### src/rtl/cpu_pkg.sv
// Shared register-file parameters and the register-index type used by decode,
// writeback and the register file.
package cpu_pkg;

    localparam int unsigned DATA_WIDTH      = 32;
    localparam int unsigned NREGS           = 16;
    localparam int unsigned REG_INDEX_WIDTH = $clog2(NREGS);
    localparam int unsigned PEND_WIDTH      = 2;

    typedef logic [REG_INDEX_WIDTH-1:0] reg_idx_t;
    typedef logic [DATA_WIDTH-1:0]      reg_data_t;
    typedef logic [PEND_WIDTH-1:0]      pend_cnt_t;

    localparam pend_cnt_t PEND_MAX = '1;

endpackage

### src/rtl/cpu_scoreboard.sv
// Per-register pending-write counters: decode reserves, writeback releases.
// Drives the busy/full hazard flags and a sticky protocol-error flag.
module cpu_scoreboard
    import cpu_pkg::*;
(
    input  logic     clk_i,
    input  logic     rst_i,
    input  reg_idx_t read_index_a_i,
    input  reg_idx_t read_index_b_i,
    input  logic     reserve_i,
    input  reg_idx_t reserve_index_i,
    input  logic     commit_i,
    input  reg_idx_t commit_index_i,
    output logic     busy_a_o,
    output logic     busy_b_o,
    output logic     reserve_full_o,
    output logic     sb_error_o
);

    pend_cnt_t        pend_q [NREGS];
    pend_cnt_t        pend_d [NREGS];
    logic [NREGS-1:0] inc_vec;
    logic [NREGS-1:0] dec_vec;
    logic             err_set;
    logic             sb_error_q;
    logic             sb_error_d;

    always_comb begin
        inc_vec = reserve_i ? (NREGS'(1) << reserve_index_i) : '0;
        dec_vec = commit_i  ? (NREGS'(1) << commit_index_i)  : '0;
        err_set = 1'b0;
        for (int r = 0; r < NREGS; r++) begin
            pend_d[r] = pend_q[r];
            // Reserve and commit on the same register cancel out, even at 0 or full.
            unique case ({inc_vec[r], dec_vec[r]})
                2'b10: begin
                    if (pend_q[r] == PEND_MAX) err_set = 1'b1;
                    else                       pend_d[r] = pend_q[r] + 1'b1;
                end
                2'b01: begin
                    if (pend_q[r] == '0) err_set = 1'b1;
                    else                 pend_d[r] = pend_q[r] - 1'b1;
                end
                default: ;
            endcase
        end
        sb_error_d = sb_error_q | err_set;
    end

    always_ff @(posedge clk_i or negedge rst_i) begin
        if (!rst_i) begin
            for (int r = 0; r < NREGS; r++) pend_q[r] <= '0;
            sb_error_q <= 1'b0;
        end else begin
            for (int r = 0; r < NREGS; r++) pend_q[r] <= pend_d[r];
            sb_error_q <= sb_error_d;
        end
    end

    assign busy_a_o       = (pend_q[read_index_a_i] != '0);
    assign busy_b_o       = (pend_q[read_index_b_i] != '0);
    assign reserve_full_o = (pend_q[reserve_index_i] == PEND_MAX);
    assign sb_error_o     = sb_error_q;

endmodule

### src/rtl/cpu_regfile.sv
// Architectural register file with two registered read ports and a pending-write
// scoreboard. Define REGFILE_BYPASS_EN to forward same-cycle commits to the read ports.
module cpu_regfile
    import cpu_pkg::*;
(
    input  logic      clk_i,
    input  logic      rst_i,
    input  reg_idx_t  read_index_a_i,
    input  reg_idx_t  read_index_b_i,
    output reg_data_t value_a_o,
    output reg_data_t value_b_o,
    input  reg_idx_t  register_write_index_i,
    input  logic      register_we_i,
    input  reg_data_t reg_result_i,
    input  logic      reserve_i,
    input  reg_idx_t  reserve_index_i,
    output logic      busy_a_o,
    output logic      busy_b_o,
    output logic      reserve_full_o,
    output logic      sb_error_o
);

    reg_data_t regs_q [NREGS];
    reg_data_t value_a_q;
    reg_data_t value_a_d;
    reg_data_t value_b_q;
    reg_data_t value_b_d;

    always_comb begin
        value_a_d = regs_q[read_index_a_i];
        value_b_d = regs_q[read_index_b_i];
`ifdef REGFILE_BYPASS_EN
        if (register_we_i && (register_write_index_i == read_index_a_i)) value_a_d = reg_result_i;
        if (register_we_i && (register_write_index_i == read_index_b_i)) value_b_d = reg_result_i;
`endif
    end

    always_ff @(posedge clk_i or negedge rst_i) begin
        if (!rst_i) begin
            for (int r = 0; r < NREGS; r++) regs_q[r] <= '0;
            value_a_q <= '0;
            value_b_q <= '0;
        end else begin
            if (register_we_i) regs_q[register_write_index_i] <= reg_result_i;
            value_a_q <= value_a_d;
            value_b_q <= value_b_d;
        end
    end

    assign value_a_o = value_a_q;
    assign value_b_o = value_b_q;

    cpu_scoreboard u_scoreboard (
        .clk_i           (clk_i),
        .rst_i           (rst_i),
        .read_index_a_i  (read_index_a_i),
        .read_index_b_i  (read_index_b_i),
        .reserve_i       (reserve_i),
        .reserve_index_i (reserve_index_i),
        .commit_i        (register_we_i),
        .commit_index_i  (register_write_index_i),
        .busy_a_o        (busy_a_o),
        .busy_b_o        (busy_b_o),
        .reserve_full_o  (reserve_full_o),
        .sb_error_o      (sb_error_o)
    );

endmodule

### config.mk
export PLATFORM = sky130hd
export DESIGN_NAME = cpu_regfile
export DESIGN_NICKNAME = d
export VERILOG_FILES = /design/src/rtl/cpu_pkg.sv /design/src/rtl/cpu_scoreboard.sv /design/src/rtl/cpu_regfile.sv
export SDC_FILE = /design/constraint.sdc
export NUM_CORES = 1
export LEC_CHECK = 0
export CORE_MARGIN = 3
export CORE_UTILIZATION = 39
export DETAILED_ROUTE_END_ITERATION = 8
export GPL_ROUTABILITY_DRIVEN = 0
export PLACE_DENSITY = 0.54
export SYNTH_ARGS = -nofsm -noshare
export SYNTH_HDL_FRONTEND = slang
export SYNTH_SLANG_ARGS = --single-unit
export TNS_END_PERCENT = 30
### constraint.sdc
create_clock -name clk_i -period 2.48 [get_ports clk_i]
set_input_delay 0.248 -clock clk_i [delete_from_list [all_inputs] [get_ports clk_i]]
set_output_delay 0.248 -clock clk_i [all_outputs]
set_load 0.01 [all_outputs]
After elaboration in Yosys (flattened, before gate mapping)
Cells that the tools add are included.
Storage, ports and cells
  register bits after elaboration: 609
  output and inout bits: 68
  input bits: 52
Operators by class
  eq/ne operators: 81
  $lt $le $gt $ge: 5
  muxes and demuxes: 116
  $add $sub $neg: 32
  shift operators: 2
  reductions and logical operators: 51
  bitwise gates (word level): 5
Operator list (number)
  $bwmux W512: 1
  $bmux W32 S4: 2
  $mux W32: 5
  $demux W32 S4: 1
  $mux W2: 38
  $eq A2 B2 Y1 const B: 33
  $ne A2 B2 Y1 const B: 32
  $pmux W2 S2: 16
  $reduce_and A3 Y1: 16
  $reduce_bool A2 Y1: 18
  $add A2 B1 Y2 const B: 16
  $eq A2 B1 Y1 const B: 16
  $logic_not A2 Y1: 16
  $mux W1: 32
  $mux W16: 2
  $pmux W1 S2: 16
  $shl A1 B4 Y16 const A: 2
  $sub A2 B1 Y2 const B: 16
  $bmux W2 S4: 3
  $ge A5 B5 Y1 const B: 4
  $not A4 Y5: 4
  $lt A5 B1 Y1 const B: 1
  $logic_and A1 B1 Y1: 1
  $or A1 B1 Y1: 1

Logic depth before layout (Yosys ltp)
  word-level depth: 35
  gate-level depth with buffers: 10
  gate-level depth less buffers: 8

Hierarchy
From an unflattened synthesis, not the netlist that was laid out.
Unflattened totals
  cell total of the unflattened synthesis: 2121
  area total of the unflattened synthesis: 31149.9 um^2
By module, submodules not included
  cpu_regfile: cells each 1739, area each 28059.4 um^2, sequential area each 14413.8 um^2, times used 1
  cpu_scoreboard: cells each 382, area each 3090.5 um^2, sequential area each 825.8 um^2, times used 1

Worst setup path before layout
No wires, ideal clock.
  kind: in2reg
  start: input register_write_index_i[3]
  end: register u_scoreboard.sb_error_q (netlist: u_scoreboard.sb_error_o)
  buffers on the path: 1
  cell stages on the path: 8
  arrival time: 2.147 ns
  required time: 2.409 ns
  setup slack: 0.262 ns
  cells stage by stage: nand3b_1 -> nor2_1 -> buf_2 -> ha_1 -> or4b_2 -> o311ai_0 -> nor4_1 -> nand4_1
Between the ends
  word-level cells in the longest chain between the ends: 35
  elaborated cells on any way between the ends: 81
  those cells by class: eq/ne (32); shift (1); mux (47); bitwise (1)
Ends and longest elaborated chain
  start: declaration: line cpu_regfile.sv:12  | input reg_idx_t register_write_index_i,
  $shl A1 B4 Y16 (*): line cpu_scoreboard.sv:30  | dec_vec = commit_i ? (NREGS'(1) << commit_index_i) : '0;
  $mux W16 (*): line cpu_scoreboard.sv:30
  $eq A2 B1 Y1 or $eq A2 B2 Y1 (tied branches): line cpu_scoreboard.sv:35  | unique case ({inc_vec[r], dec_vec[r]})
  $pmux W1 S2: line cpu_scoreboard.sv:35
  $mux W1 (on tied branches): line cpu_scoreboard.sv:41, cpu_scoreboard.sv:37
  $pmux W1 S2: line cpu_scoreboard.sv:35
  $mux W1 (on tied branches): line cpu_scoreboard.sv:41, cpu_scoreboard.sv:37
  $pmux W1 S2: line cpu_scoreboard.sv:35
  [... 20 more ...]
  $mux W1 (on tied branches): line cpu_scoreboard.sv:41, cpu_scoreboard.sv:37
  $pmux W1 S2: line cpu_scoreboard.sv:35
  $mux W1 (on tied branches): line cpu_scoreboard.sv:41, cpu_scoreboard.sv:37
  $pmux W1 S2: line cpu_scoreboard.sv:35
  $mux W1 (on tied branches): line cpu_scoreboard.sv:41, cpu_scoreboard.sv:37
  $pmux W1 S2 (*): line cpu_scoreboard.sv:35
  $or A1 B1 Y1 (*): line cpu_scoreboard.sv:47  | sb_error_d = sb_error_q | err_set;
  via u_scoreboard.sb_error_d: line cpu_scoreboard.sv:26  | logic sb_error_d;
  end signal: assignment: line cpu_scoreboard.sv:56  | sb_error_q <= sb_error_d;
  end: declaration: line cpu_scoreboard.sv:25  | logic sb_error_q;
The timed path passes the listed nets; every way through them passes the cells marked *.
A chain may end at the register's enable or synchronous reset.

Worst setup path in the final report
  start: register u_scoreboard.pend_q[16] in the netlist's numbering
  end: output busy_a_o
Between the ends
  word-level cells in the longest chain between the ends: 4
Ends and longest elaborated chain
  start: declaration: line cpu_scoreboard.sv:20  | pend_cnt_t pend_q [NREGS];
  $bmux W2 S4: line cpu_scoreboard.sv:60  | assign busy_a_o = (pend_q[read_index_a_i] != '0);
  $mux W2 (implied by the code) (2 in a row): line cpu_scoreboard.sv:60
  $reduce_bool A2 Y1: line cpu_scoreboard.sv:60
  end: declaration: line cpu_regfile.sv:17  | output logic busy_a_o,
Every way passes these cells. The select of a mux whose other input is x is not followed.

==> impl_results.md <==
- Status: complete, but fails checks
- Failing checks: setup timing
- Worst Setup Start Kind: flip-flop
- Post-Layout Cell Count: 3,299
- Maximum vdd drop: 601 uV
- Die Area: 84,300 um2
- Largest net degree at the start of global routing: 105
- Capturing element type of the critical path: primary output
- CTS tree: built
- Worst-skew pair later-pin latency: 0.61 ns
- Max FO, Critical Path: 2
- FF-to-FF Start: u_scoreboard.pend_q[10]
- Gr usage total: 0.210
- R2R depth: 6
- Seq cells post-synth: 609
- Post-synth EDFFs: 0
- Buffers added on ports: 119
- Detailed-router iteration count before antenna repair: 5
- Initial antenna violation count: 8
- M2 GR Usage: 0.343
- Area leader, netlist: dfrtp_1
- CP dominant cell by count: mux4_2
- Residual DRC count: 0
- # setup viols final: 1
- Crit Path Class: reg2out
- DRT iter0 DRCs: 1,241
- Most area-consuming cells after synthesis: dfrtp_1, mux4_2, mux2_2, mux2_1, ha_1
- Average via count per standard cell: 5.79
- Routing usage on met3: 0.0355
- Pleak: 0.0154 uW
- Slew headroom: 0.433
- Worst Path Arrival: 2.23 ns
- Area growth syn-to-layout: 18.5%
- Worst R2R End: u_scoreboard.sb_error_o
- Core area: 79,500 um2
- Io pins: 120
- CP required: 2.23 ns
- Register area share after synthesis: 0.483
- Die W: 290 um
- Cell variety after synth: 40
- Final ANT Viol Nets: 0
- Min-delay worst type: in2async
- CP max stage cell: mux4_2
- # fillers: 6,755
- Vias in the first global route: 21,032
- Post-Syn Instances: 2,015
- Critical path origin: u_scoreboard.pend_q[16]
- DR WL/cell: 26.5 um
- Synth top area share: 0.483
- Post-detail-place hpwl: 51,900 um
- Dpl ws: -0.250 ns
- Main flop type after synthesis: dfrtp_1
- Clk pin slew, worst setup/hold paths: 0.06 ns
- Fin. Hold Viols: 0
- Syn Nets: 2,099
- Fin crit share: 1.00
- Vias: 19,105
- Max-Cap Viols: 0
- Share of cells above drive strength 1: 0.495
- Nets: 2,274
- Placed insts: 3,165
- Slowest stage delay, CP: 0.54 ns
- Avg Cell Area, Syn: 15.6 um2
- Die Y: 290 um
- PD cells: 873 nW/um2
- Initial core utilization: 0.397
- First-pass GRT wire length: 134,000 um
- Inserted Clock Buffers: 70
- FFs w/ async S/R, synth: 1.00
- Flop-to-flop setup slack: 0.83 ns
- GR peak layer: met2
- Slew @ Worst Pin: 0.851 ns
- FP Rows: 103
- Unrepaired setup endpoints after global routing: yes
- Post-route minimum period: 2.48 ns
- Gr ovfl total: 0
- Clock buffer depth: 3
- Fmax: 403 MHz
- Final Slew Violations: 0
- Clock skew: 0.0189 ns
- H-tree levels: 3
- Clk root buf: clkbuf_16
- Met1 global-route usage: 0.292
- Post-synth top cells: dfrtp_1, mux2_2, mux4_2
- PnR worst setup slack: -0.000291 ns
- CTS sink count: 609
- Routed WL: 87,300 um
- Synth warnings: 0
- Critical-path cell list: nor2_2 -> mux4_2 -> mux4_2 -> inv_2 -> buf_6
- Count leader, synth: dfrtp_1
- Mapped cell area: 31,500 um2
- Crit path to: busy_a_o
metrics by stage:
stage / cell area (um2) / hold WS, ns / power, uW / utilization / TNS [ns]
finish: 37400 / 0.179 / 32600 / 0.470 / -0.000291
global route: 37400 / 0.200 / 34200 / 0.470 / -0.120
CTS: 37400 / 0.165 / 33000 / 0.470 / -0.0968
detailed placement: 34900 / 0.223 / 22000 / 0.439 / -1.98
global placement: 34900 / 0.222 / 21600 / 0.439 / -0.544
floorplan: 31500 / -0.0476 / 18900 / - / 0
power breakdown:
part	switching, uW	leakage, uW	internal (uW)	total (uW)
Sequential	1590	0.00747	12400	14000
Combinational	2920	0.00675	4960	7870
Clock	4210	0.00119	6550	10800
cells by family (layout without fill, tap and decap cells):
logic type,Yosys count,after routing,synth area share
flip-flops,609,609,0.483
multiplexers,843,843,0.419
AND/OR/NAND/NOR,200,200,0.0326
other,0,3,0
adder cells (fa/ha/maj),32,32,0.0127
buffers and inverters,231,462,0.0345
AO/OA/AOI/OAI,100,100,0.0177
worst min-delay path by stage:
stage | cells after the start | to | slack [ns]
5_1_grt | 2 | u_scoreboard.pend_q[26] | 0.20
3_3_place_gp | 1 | u_scoreboard.pend_q[2] | 0.22
3_5_place_dp | 1 | u_scoreboard.pend_q[26] | 0.22
6_report | 2 | u_scoreboard.pend_q[26] | 0.18
4_1_cts | 2 | u_scoreboard.pend_q[16] | 0.17
2_1_floorplan | 0 | regs_q[0] | -0.05
layer usage:
| metal | routed length (um) | vias up | share of wire |
|---|---|---|---|
| li1 | - | 8123 | - |
| met1 | 39300 | 10400 | 0.45 |
| met2 | 42000 | 441 | 0.48 |
| met3 | 4130 | 137 | 0.047 |
| met4 | 1920 | 4 | 0.022 |
| met5 | 27 | - | 0.00031 |
cell usage in the layout, fill, tap and decap left out, types with 3 or more instances in the layout:
cell	n
buf_8	3
bufinv_16	4
buf_2	3
clkbuf_16	74
o21a_1	4
nor4_1	10
clkdlybuf4s50_1	107
nand2b_2	3
mux2_1	61
o22ai_1	9
clkbuf_1	18
or3b_2	13
a21oi_1	68
buf_4	132
buf_6	4
nand2_1	28
nor2_4	9
nand2b_1	17
o211ai_1	4
ha_1	32
nor2_2	6
mux4_2	331
diode_2	3
clkinv_2	6
nor3_1	10
dfrtp_1	608
mux2_2	451
nor2_1	54
buf_12	36
nand3_1	21
nand3b_1	13
o21ai_0	6
nor2b_1	4
clkbuf_8	22
inv_1	46
worst max-delay path, delay by kind of cell, from the launching register on:
family	cells	cell delay, ns
multiplexers	2	1.01
buffers and inverters	2	0.19
AND/OR/NAND/NOR	1	0.07
flip-flops	1	0.36
layout make-up:
type                       count  area (um2)  area share
tap                         1050        1310      0.0352
inverter                      48         180     0.00482
timing repair buffer         286        2900      0.0776
sequential                   609       15200       0.408
multi-input combinational   1175       15300       0.410
clock inverter                14         191     0.00512
clock buffer                 114        2220      0.0595
antenna                        3        7.51    0.000201
timing repair:
item / 4_1_cts / 5_1_grt
cloned: 0 / 0
resized for setup: 24 / 1
endpoints found under the hold margin: 76 / 0
setup endpoints to repair: 3 / 3
buffers inserted: 2 / 0
hold buffers: 1 / 0
registers in the layout, summed over array words and instances (netlist names):
register / cells
value_a_o: 32
u_scoreboard.pend_q: 32
value_b_o: 32
regs_q: 512
u_scoreboard.sb_error_o: 1
Power figures use the tool's default switching activity.
